[src/rtl/instruction_loader_if.sv]
// Host/memory bus of the instruction loader.
// The host drives load requests and the byte stream; the loader drives the memory write port.
interface instruction_loader_if;
    logic [31:0] initial_address;
    logic        load_start;
    logic [10:0] load_word_count;
    logic        byte_valid;
    logic [7:0]  byte_data;
    logic        byte_ready;
    logic        mem_write_enable;
    logic [31:0] mem_write_address;
    logic [31:0] mem_write_data;
    logic        core_hold;
    logic        load_done;
    logic        load_error;

    modport master (
        output initial_address,
        output load_start,
        output load_word_count,
        output byte_valid,
        output byte_data,
        input  byte_ready,
        input  mem_write_enable,
        input  mem_write_address,
        input  mem_write_data,
        input  core_hold,
        input  load_done,
        input  load_error
    );

    modport slave (
        input  initial_address,
        input  load_start,
        input  load_word_count,
        input  byte_valid,
        input  byte_data,
        output byte_ready,
        output mem_write_enable,
        output mem_write_address,
        output mem_write_data,
        output core_hold,
        output load_done,
        output load_error
    );
endinterface

[src/rtl/instruction_loader.sv]
// Instruction loader: assembles a little-endian byte stream into
// 32-bit words and writes them to instruction memory, holding the core meanwhile.
module instruction_loader #(
    parameter int MEMORY_DEPTH = 1024,
    parameter int DATA_WIDTH   = 32
) (
    input  logic clk,
    input  logic reset,
    instruction_loader_if.slave bus
);
    typedef enum logic [1:0] {
        IDLE,
        RECEIVE,
        WRITE,
        DONE
    } state_t;

    localparam int unsigned DEPTH = MEMORY_DEPTH;

    state_t                r_state, w_state;
    logic [31:0]           r_addr, w_addr;
    logic [10:0]           r_count, w_count;
    logic [10:0]           r_word, w_word;
    logic [1:0]            r_byte, w_byte;
    logic [DATA_WIDTH-1:0] r_data, w_data;
    logic                  r_hold, w_hold;
    logic                  r_done, w_done;
    logic                  r_err, w_err;
    logic                  w_bad;

    // A request is rejected if it overruns memory or is not word aligned
    assign w_bad = (32'(bus.load_word_count) > DEPTH)
                 || (bus.initial_address[1:0] != 2'b00);

    // State and datapath registers, cleared asynchronously so an abort
    // discards any partially assembled word
    always_ff @(posedge clk or posedge reset) begin
        if (reset) begin
            r_state <= IDLE;
            r_addr  <= '0;
            r_count <= '0;
            r_word  <= '0;
            r_byte  <= '0;
            r_data  <= '0;
            r_hold  <= 1'b1;
            r_done  <= 1'b0;
            r_err   <= 1'b0;
        end else begin
            r_state <= w_state;
            r_addr  <= w_addr;
            r_count <= w_count;
            r_word  <= w_word;
            r_byte  <= w_byte;
            r_data  <= w_data;
            r_hold  <= w_hold;
            r_done  <= w_done;
            r_err   <= w_err;
        end
    end

    // Next-state and next-datapath logic; every register holds by default
    always_comb begin
        w_state = r_state;
        w_addr  = r_addr;
        w_count = r_count;
        w_word  = r_word;
        w_byte  = r_byte;
        w_data  = r_data;
        w_hold  = r_hold;
        w_done  = r_done;
        w_err   = r_err;
        unique case (r_state)
            IDLE, DONE: begin
                if (bus.load_start) begin
                    w_done = 1'b0;
                    w_err  = 1'b0;
                    w_hold = 1'b1;
                    if (w_bad) begin
                        w_err   = 1'b1;
                        w_state = IDLE;
                    end else begin
                        w_addr  = bus.initial_address;
                        w_count = bus.load_word_count;
                        w_word  = '0;
                        w_byte  = '0;
                        if (bus.load_word_count == 11'd0) begin
                            w_state = DONE;
                            w_done  = 1'b1;
                            w_hold  = 1'b0;
                        end else begin
                            w_state = RECEIVE;
                        end
                    end
                end
            end
            RECEIVE: begin
                if (bus.byte_valid) begin
                    w_data[{r_byte, 3'b000} +: 8] = bus.byte_data;
                    w_byte = r_byte + 2'd1;
                    if (r_byte == 2'd3) begin
                        w_state = WRITE;
                    end
                end
            end
            WRITE: begin
                if (r_word + 11'd1 == r_count) begin
                    w_state = DONE;
                    w_done  = 1'b1;
                    w_hold  = 1'b0;
                end else begin
                    w_state = RECEIVE;
                    w_byte  = '0;
                    w_word  = r_word + 11'd1;
                    w_addr  = r_addr + 32'd4;
                end
            end
        endcase
    end

    // Handshake and strobe decode straight from the registered state
    assign bus.byte_ready        = (r_state == RECEIVE);
    assign bus.mem_write_enable  = (r_state == WRITE);
    assign bus.mem_write_address = r_addr;
    assign bus.mem_write_data    = 32'(r_data);
    assign bus.core_hold         = r_hold;
    assign bus.load_done         = r_done;
    assign bus.load_error        = r_err;
endmodule

[src/flat_wrapper.sv]
// flat-port wrapper written by rule: the top's interface ports become plain ports
module instruction_loader_flat 
#(
    parameter int MEMORY_DEPTH = 1024,
    parameter int DATA_WIDTH   = 32
)
  (clk, reset, bus_initial_address, bus_load_start, bus_load_word_count, bus_byte_valid, bus_byte_data, bus_byte_ready, bus_mem_write_enable, bus_mem_write_address, bus_mem_write_data, bus_core_hold, bus_load_done, bus_load_error);
  instruction_loader_if bus_i ();
  input  logic clk;
  input  logic reset;
  input wire logic [$bits(bus_i.initial_address)-1:0] bus_initial_address;
  input wire logic [$bits(bus_i.load_start)-1:0] bus_load_start;
  input wire logic [$bits(bus_i.load_word_count)-1:0] bus_load_word_count;
  input wire logic [$bits(bus_i.byte_valid)-1:0] bus_byte_valid;
  input wire logic [$bits(bus_i.byte_data)-1:0] bus_byte_data;
  output wire logic [$bits(bus_i.byte_ready)-1:0] bus_byte_ready;
  output wire logic [$bits(bus_i.mem_write_enable)-1:0] bus_mem_write_enable;
  output wire logic [$bits(bus_i.mem_write_address)-1:0] bus_mem_write_address;
  output wire logic [$bits(bus_i.mem_write_data)-1:0] bus_mem_write_data;
  output wire logic [$bits(bus_i.core_hold)-1:0] bus_core_hold;
  output wire logic [$bits(bus_i.load_done)-1:0] bus_load_done;
  output wire logic [$bits(bus_i.load_error)-1:0] bus_load_error;
  assign bus_i.initial_address = bus_initial_address;
  assign bus_i.load_start = bus_load_start;
  assign bus_i.load_word_count = bus_load_word_count;
  assign bus_i.byte_valid = bus_byte_valid;
  assign bus_i.byte_data = bus_byte_data;
  assign bus_byte_ready = bus_i.byte_ready;
  assign bus_mem_write_enable = bus_i.mem_write_enable;
  assign bus_mem_write_address = bus_i.mem_write_address;
  assign bus_mem_write_data = bus_i.mem_write_data;
  assign bus_core_hold = bus_i.core_hold;
  assign bus_load_done = bus_i.load_done;
  assign bus_load_error = bus_i.load_error;
  instruction_loader #(.MEMORY_DEPTH(MEMORY_DEPTH), .DATA_WIDTH(DATA_WIDTH)) u_core (.clk(clk), .reset(reset), .bus(bus_i));
endmodule
[config.mk]
export PLATFORM = sky130hd
export DESIGN_NAME = instruction_loader_flat
export DESIGN_NICKNAME = d
export VERILOG_FILES = /design/src/rtl/instruction_loader_if.sv /design/src/rtl/instruction_loader.sv /design/src/flat_wrapper.sv
export SDC_FILE = /design/constraint.sdc
export NUM_CORES = 1
export LEC_CHECK = 0
export BUFFER_PORTS_ARGS = -buffer_cell sky130_fd_sc_hd__buf_2
export CAP_MARGIN = 10
export CORE_MARGIN = 1
export CORE_UTILIZATION = 50
export DETAILED_ROUTE_END_ITERATION = 12
export PLACE_DENSITY = 0.75
export REMOVE_ABC_BUFFERS = 1
export SYNTH_ARGS = -nofsm -noshare
export SYNTH_HDL_FRONTEND = slang
export SYNTH_SLANG_ARGS = --single-unit
[constraint.sdc]
create_clock -name clk -period 6.4 [get_ports clk]
set_input_delay 0.64 -clock clk [delete_from_list [all_inputs] [get_ports clk]]
set_output_delay 0.64 -clock clk [all_outputs]
set_load 0.01 [all_outputs]
# After elaboration in Yosys (flattened, before gate mapping)
# Index checks and enable logic that the tools add are counted.
# totals
register_bits	93
inputBits	55
output_inout_bits	69
wordCells	73
# op_classes
addsub	4
n_lt_le_gt_ge	1
n_eq_ne	11
shifts	2
n_mux	32
bitwise_logic	1
reduce_logical	13
# op_table
operator	n
2-to-1 mux 32 bit	3
case mux 32 bit (2 select lines)	1
2-to-1 mux 11 bit	3
adder 32 x 3 -> 32 bit, second input constant	1
bitwise mux 32 bit	1
variable shift 8 x 7 -> 32 bit, first input constant	1
variable part select 8 x 7 -> 32 bit	1
case mux 11 bit (2 select lines)	1
2-to-1 mux 2 bit	10
case mux 2 bit (3 select lines)	2
adder 11 x 1 -> 11 bit, second input constant	1
== test 11 bit	1
greater-than comparator 11 bit, second input constant	1
logical NOT 11 bit	1
2-to-1 mux 1 bit	9
AND reduction 3 bit	3
!= test 2 bit, second input constant	4
AND reduction 4 bit	2
negation 5 -> 7 bit	1
== test 2 bit, second input constant	3
!= test 2 x 1 -> 1 bit, second input constant	2
case mux 1 bit (2 select lines)	2
AND reduction 2 bit	2
nonzero test 2 bit	2
6 further kinds	6

# Depth between registers and ports, before layout
# logic_depth
ltp_word	5
mapped_depth	10
depth_no_buf	8

# Worst setup path after synthesis
# No wires, ideal clock.
# synth_path
path_type	input to register
start	in bus_load_word_count[1]
end	reg u_core.r_word[9]
setup_ps	136
t_arrival_ps	2592
required_ps	6264
slack_ps	3672
stages	9
n_path_buf	2
path_cell_list	or4_1 > o31ai_4 > nand4_4 > and2_1 > buf_6 > a21o_1 > buf_2 > o21ai_0 > o41ai_2
# synth_between
elab_chain_len	4
# synth_rtl
item	line_no	source
from (decl)	flat_wrapper.sv:13	input wire logic [$bits(bus_i.load_word_count)-1:0] bus_load_word_count;
greater-than comparator 11 bit	instruction_loader.sv:32	assign w_bad = (32'(bus.load_word_count) > DEPTH)
logical OR 1 bit	instruction_loader.sv:33	|| (bus.initial_address[1:0] != 2'b00);
!= test 2 bit (no line)	n/a	
AND reduction 4 bit (no line)	n/a	
to (signal assigned)	instruction_loader.sv:52	r_word <= w_word;
to (decl)	instruction_loader.sv:23	logic [10:0] r_word, w_word;
# No other way between the ends.
# A chain may end at the register's enable or synchronous reset.

# Worst setup path after layout
# layout_path
start	reg u_core.r_word[0]
end	reg u_core.r_addr[28], in the netlist u_core.bus.mem_write_address[28]
# layout_between
elab_chain_len	4
# layout_rtl
item	line_no	source
adder 11 x 1 -> 11 bit	instruction_loader.sv:106	if (r_word + 11'd1 == r_count) begin
== test 11 bit	instruction_loader.sv:106	
!= test 2 bit (no line)	n/a	
AND reduction 4 bit (no line)	n/a	
to (signal assigned)	instruction_loader.sv:50	r_addr <= w_addr;
to (decl)	instruction_loader.sv:21	logic [31:0] r_addr, w_addr;
# No other way between the ends.

==> impl_metrics.env <==
export IMPL_status="finished clean"
export IMPL_critPathMaxFanout=48
export IMPL_n_antenna_cell=0
export IMPL_crit_family="simple AND/OR/NAND/NOR gates"
export IMPL_hold_class="primary input to async pin"
export IMPL_final_setup_viol_count=0
export IMPL_synth_most_common_cell="dfrtp_1"
export IMPL_endpoint_kind="flop"
export IMPL_grt_pass1_vias=4209
export IMPL_place_gp_congestion=0.8964
export IMPL_num_rows=36
export IMPL_slowest_delay_ns=0.53
export IMPL_die_y_um=103.1
export IMPL_clockBufferDepth=2
export IMPL_numCtsBuffers=9
export IMPL_worstMarginPinSlew_ns=0.8447
export IMPL_rsz0062_at_grt="no"
export IMPL_yosys_top_cells_count="92 x dfrtp_1, 55 x a21oi_1, 54 x nand2_1"
export IMPL_wl_per_cell_um=16.84
export IMPL_dr_first_iter_drc_count=221
export IMPL_seq_area_frac_synth=0.4558
export IMPL_async_flop_share=1.000
export IMPL_p_leak_nw=2.691
export IMPL_period_minus_slack_ns=3.108
export IMPL_slew_headroom=0.4325
export IMPL_irDropWorstVdd_v=0.0001978
export IMPL_fmax_ghz=0.3218
export IMPL_vias=4676
export IMPL_ys_flop_type="dfrtp_1"
export IMPL_core_area_mm2=0.009819
export IMPL_drv_slew=0
export IMPL_clk_pin_slew_ns=0.12
export IMPL_cp_slowest_cell="nor3_1"
export IMPL_crit_chain="ha_1, nand3_1, nor3_1, a221oi_1, o211a_1, a21oi_4, buf_4, mux2i_1, nand3_1"
export IMPL_syn_area_per_cell_um2=9.549
export IMPL_tritoncts="built"
export IMPL_die_w_um=103.1
export IMPL_syn_area_mm2=0.005109
export IMPL_syn_inst=535
export IMPL_post_cts_buffers=0
export IMPL_syn_to_final_growth_pct=16.70
export IMPL_clk_latency_ns=0.37
export IMPL_r2r_slack_ns=3.29
export IMPL_grt_overflow=0
export IMPL_period_share=0.4856
export IMPL_dp_hpwl_um=9459
export IMPL_antenna_found_initial=0
export IMPL_hold_buffers=0
export IMPL_hold_viol=0
export IMPL_path_buf_inv=1
export IMPL_drv_cap=0
export IMPL_firstDrtPassIters=5
export IMPL_cts_max_level=3
export IMPL_die_area_mm2=0.01063
export IMPL_start_kind="flop"
export IMPL_grt_pass1_wl_um=20600
export IMPL_p_per_area_mw_per_mm2=409.3
export IMPL_crit_arrival_ns=3.36
export IMPL_yosysWarnings=0
export IMPL_cts_root_buf="clkbuf_8"
export IMPL_synth_top_cell_area_share=0.4506
export IMPL_fin_area_mm2=0.005962
export IMPL_drive_gt1_frac=0.2663
export IMPL_viasPerCell=6.003
export IMPL_ant_nets=0
export IMPL_synth_edf_count=0
export IMPL_required_ns=6.65
export IMPL_grt_usage=0.2505
export IMPL_critical_path_class="flop to flop"
export IMPL_setup_tns_ns=0
export IMPL_crit_top_cell="nand3_1"
export IMPL_drt_total_wl_um=13120
export IMPL_synth_seq_cells=93
export IMPL_grt_max_degree=80
export IMPL_io_pins=124
export IMPL_synth_top_area_cell="dfrtp_1"
export IMPL_start_util=0.5203
export IMPL_drc=0
export IMPL_clock_sinks=93
export IMPL_ctsResizeCount=0
export IMPL_netlist_top_cells_area="dfrtp_1 45%, a21oi_1 5.4%, a22o_1 5.1%, nand2_1 4.0%, nand3_1 3.9%"
export IMPL_ys_types=63
export IMPL_skew_ns=0.01975
export IMPL_port_buffers=123
export IMPL_placed_area_mm2=0.005763
export IMPL_fin_nets=706
-- logic make-up (layout without fill, tap and decap cells) --
| kind of cell | Yosys count | in the layout | synth area share |
|---|---|---|---|
| flops | 93 | 93 | 0.4558 |
| simple gates | 185 | 185 | 0.1905 |
| compound gates | 175 | 175 | 0.2329 |
| xor+xnor | 10 | 10 | 0.01715 |
| mux | 18 | 18 | 0.03870 |
| buf+inv | 44 | 155 | 0.04041 |
| fa+ha+maj | 10 | 10 | 0.02449 |
-- cell usage in the layout, fill, tap and decap left out, drive strengths merged, types with 7 or more instances in the layout --
cell and n:
a21oi 56, clkbuf 9, and3 7, xnor2 7, o31ai 10, nor2 13
nor2b 8, inv 14, nand3 40, o22ai 9, nand2b 9, buf 127
o21ai 36, a22o 30, dfrtp 92, nor3 13, mux2 14, ha 10
nand4 16, nand2 55
-- per-layer routing --
| layer | share of wire | track usage | vias up |
|---|---|---|---|
| li1 | - | - | 2221 |
| met1 | 0.44 | 0.3424 | 2265 |
| met2 | 0.47 | 0.4005 | 166 |
| met3 | 0.060 | 0.04678 | 24 |
| met4 | 0.021 | 0.08776 | 0 |
| met5 | 0 | 0 | - |
-- worst paths after layout --
path	start	endpoint	cells after the start
max in group asynchronous	reset	u_core.bus.mem_write_address[29]	3
min in group clk	u_core.bus.mem_write_data[31]	u_core.bus.mem_write_data[31]	2
setup / recovery	u_core.r_word[0]	u_core.bus.mem_write_address[28]	9
setup reg to reg	u_core.r_word[0]	u_core.bus.mem_write_address[28]	9
hold reg to reg	u_core.bus.mem_write_data[31]	u_core.bus.mem_write_data[31]	2
hold / removal	reset	u_core.bus.mem_write_data[0]	2
-- metrics by stage --
stage | instances | hold slack (ns) | util | total power, W | worst slack [ns]
final | 779 | 0.3181 | 0.6072 | 0.002440 | 3.292
after global routing | 779 | 0.3755 | 0.6072 | 0.002616 | 2.934
after CTS | 779 | 0.3379 | 0.6072 | 0.002438 | 3.326
after detailed placement | 763 | 0.4647 | 0.5869 | 0.002046 | 2.986
after global placement | 763 | 0.4634 | 0.5869 | 0.001999 | 3.078
after floorplan | 503 | 0.4948 | - | 0.001681 | 2.801
-- where the power goes --
group | switching [W] | total (W) | internal, W
Combinational | 0.000618 | 0.00106 | 0.000442
Sequential | 0.000211 | 0.000983 | 0.000772
Clock | 0.000242 | 0.000397 | 0.000155
-- registers in the layout (all words and copies together) (netlist names) --
register                      flops
u_core.r_count                   11
u_core.bus.mem_write_data        32
u_core.r_state                    2
u_core.bus.core_hold              1
u_core.bus.load_error             1
u_core.r_byte                     2
u_core.r_word                    11
u_core.bus.mem_write_address     32
u_core.bus.load_done              1
-- layout make-up --
type                            count  area (um^2)
Inverter                           12        46.29
Sequential cell                    93         2328
Clock inverter                      7        75.07
Fill cell                         899         3857
Multi-Input combinational cell    398         2576
Clock buffer                        9        123.9
Tap cell                          133        166.4
Timing Repair Buffer              127        645.6
Note: power is estimated with default switching activity, not from simulation.
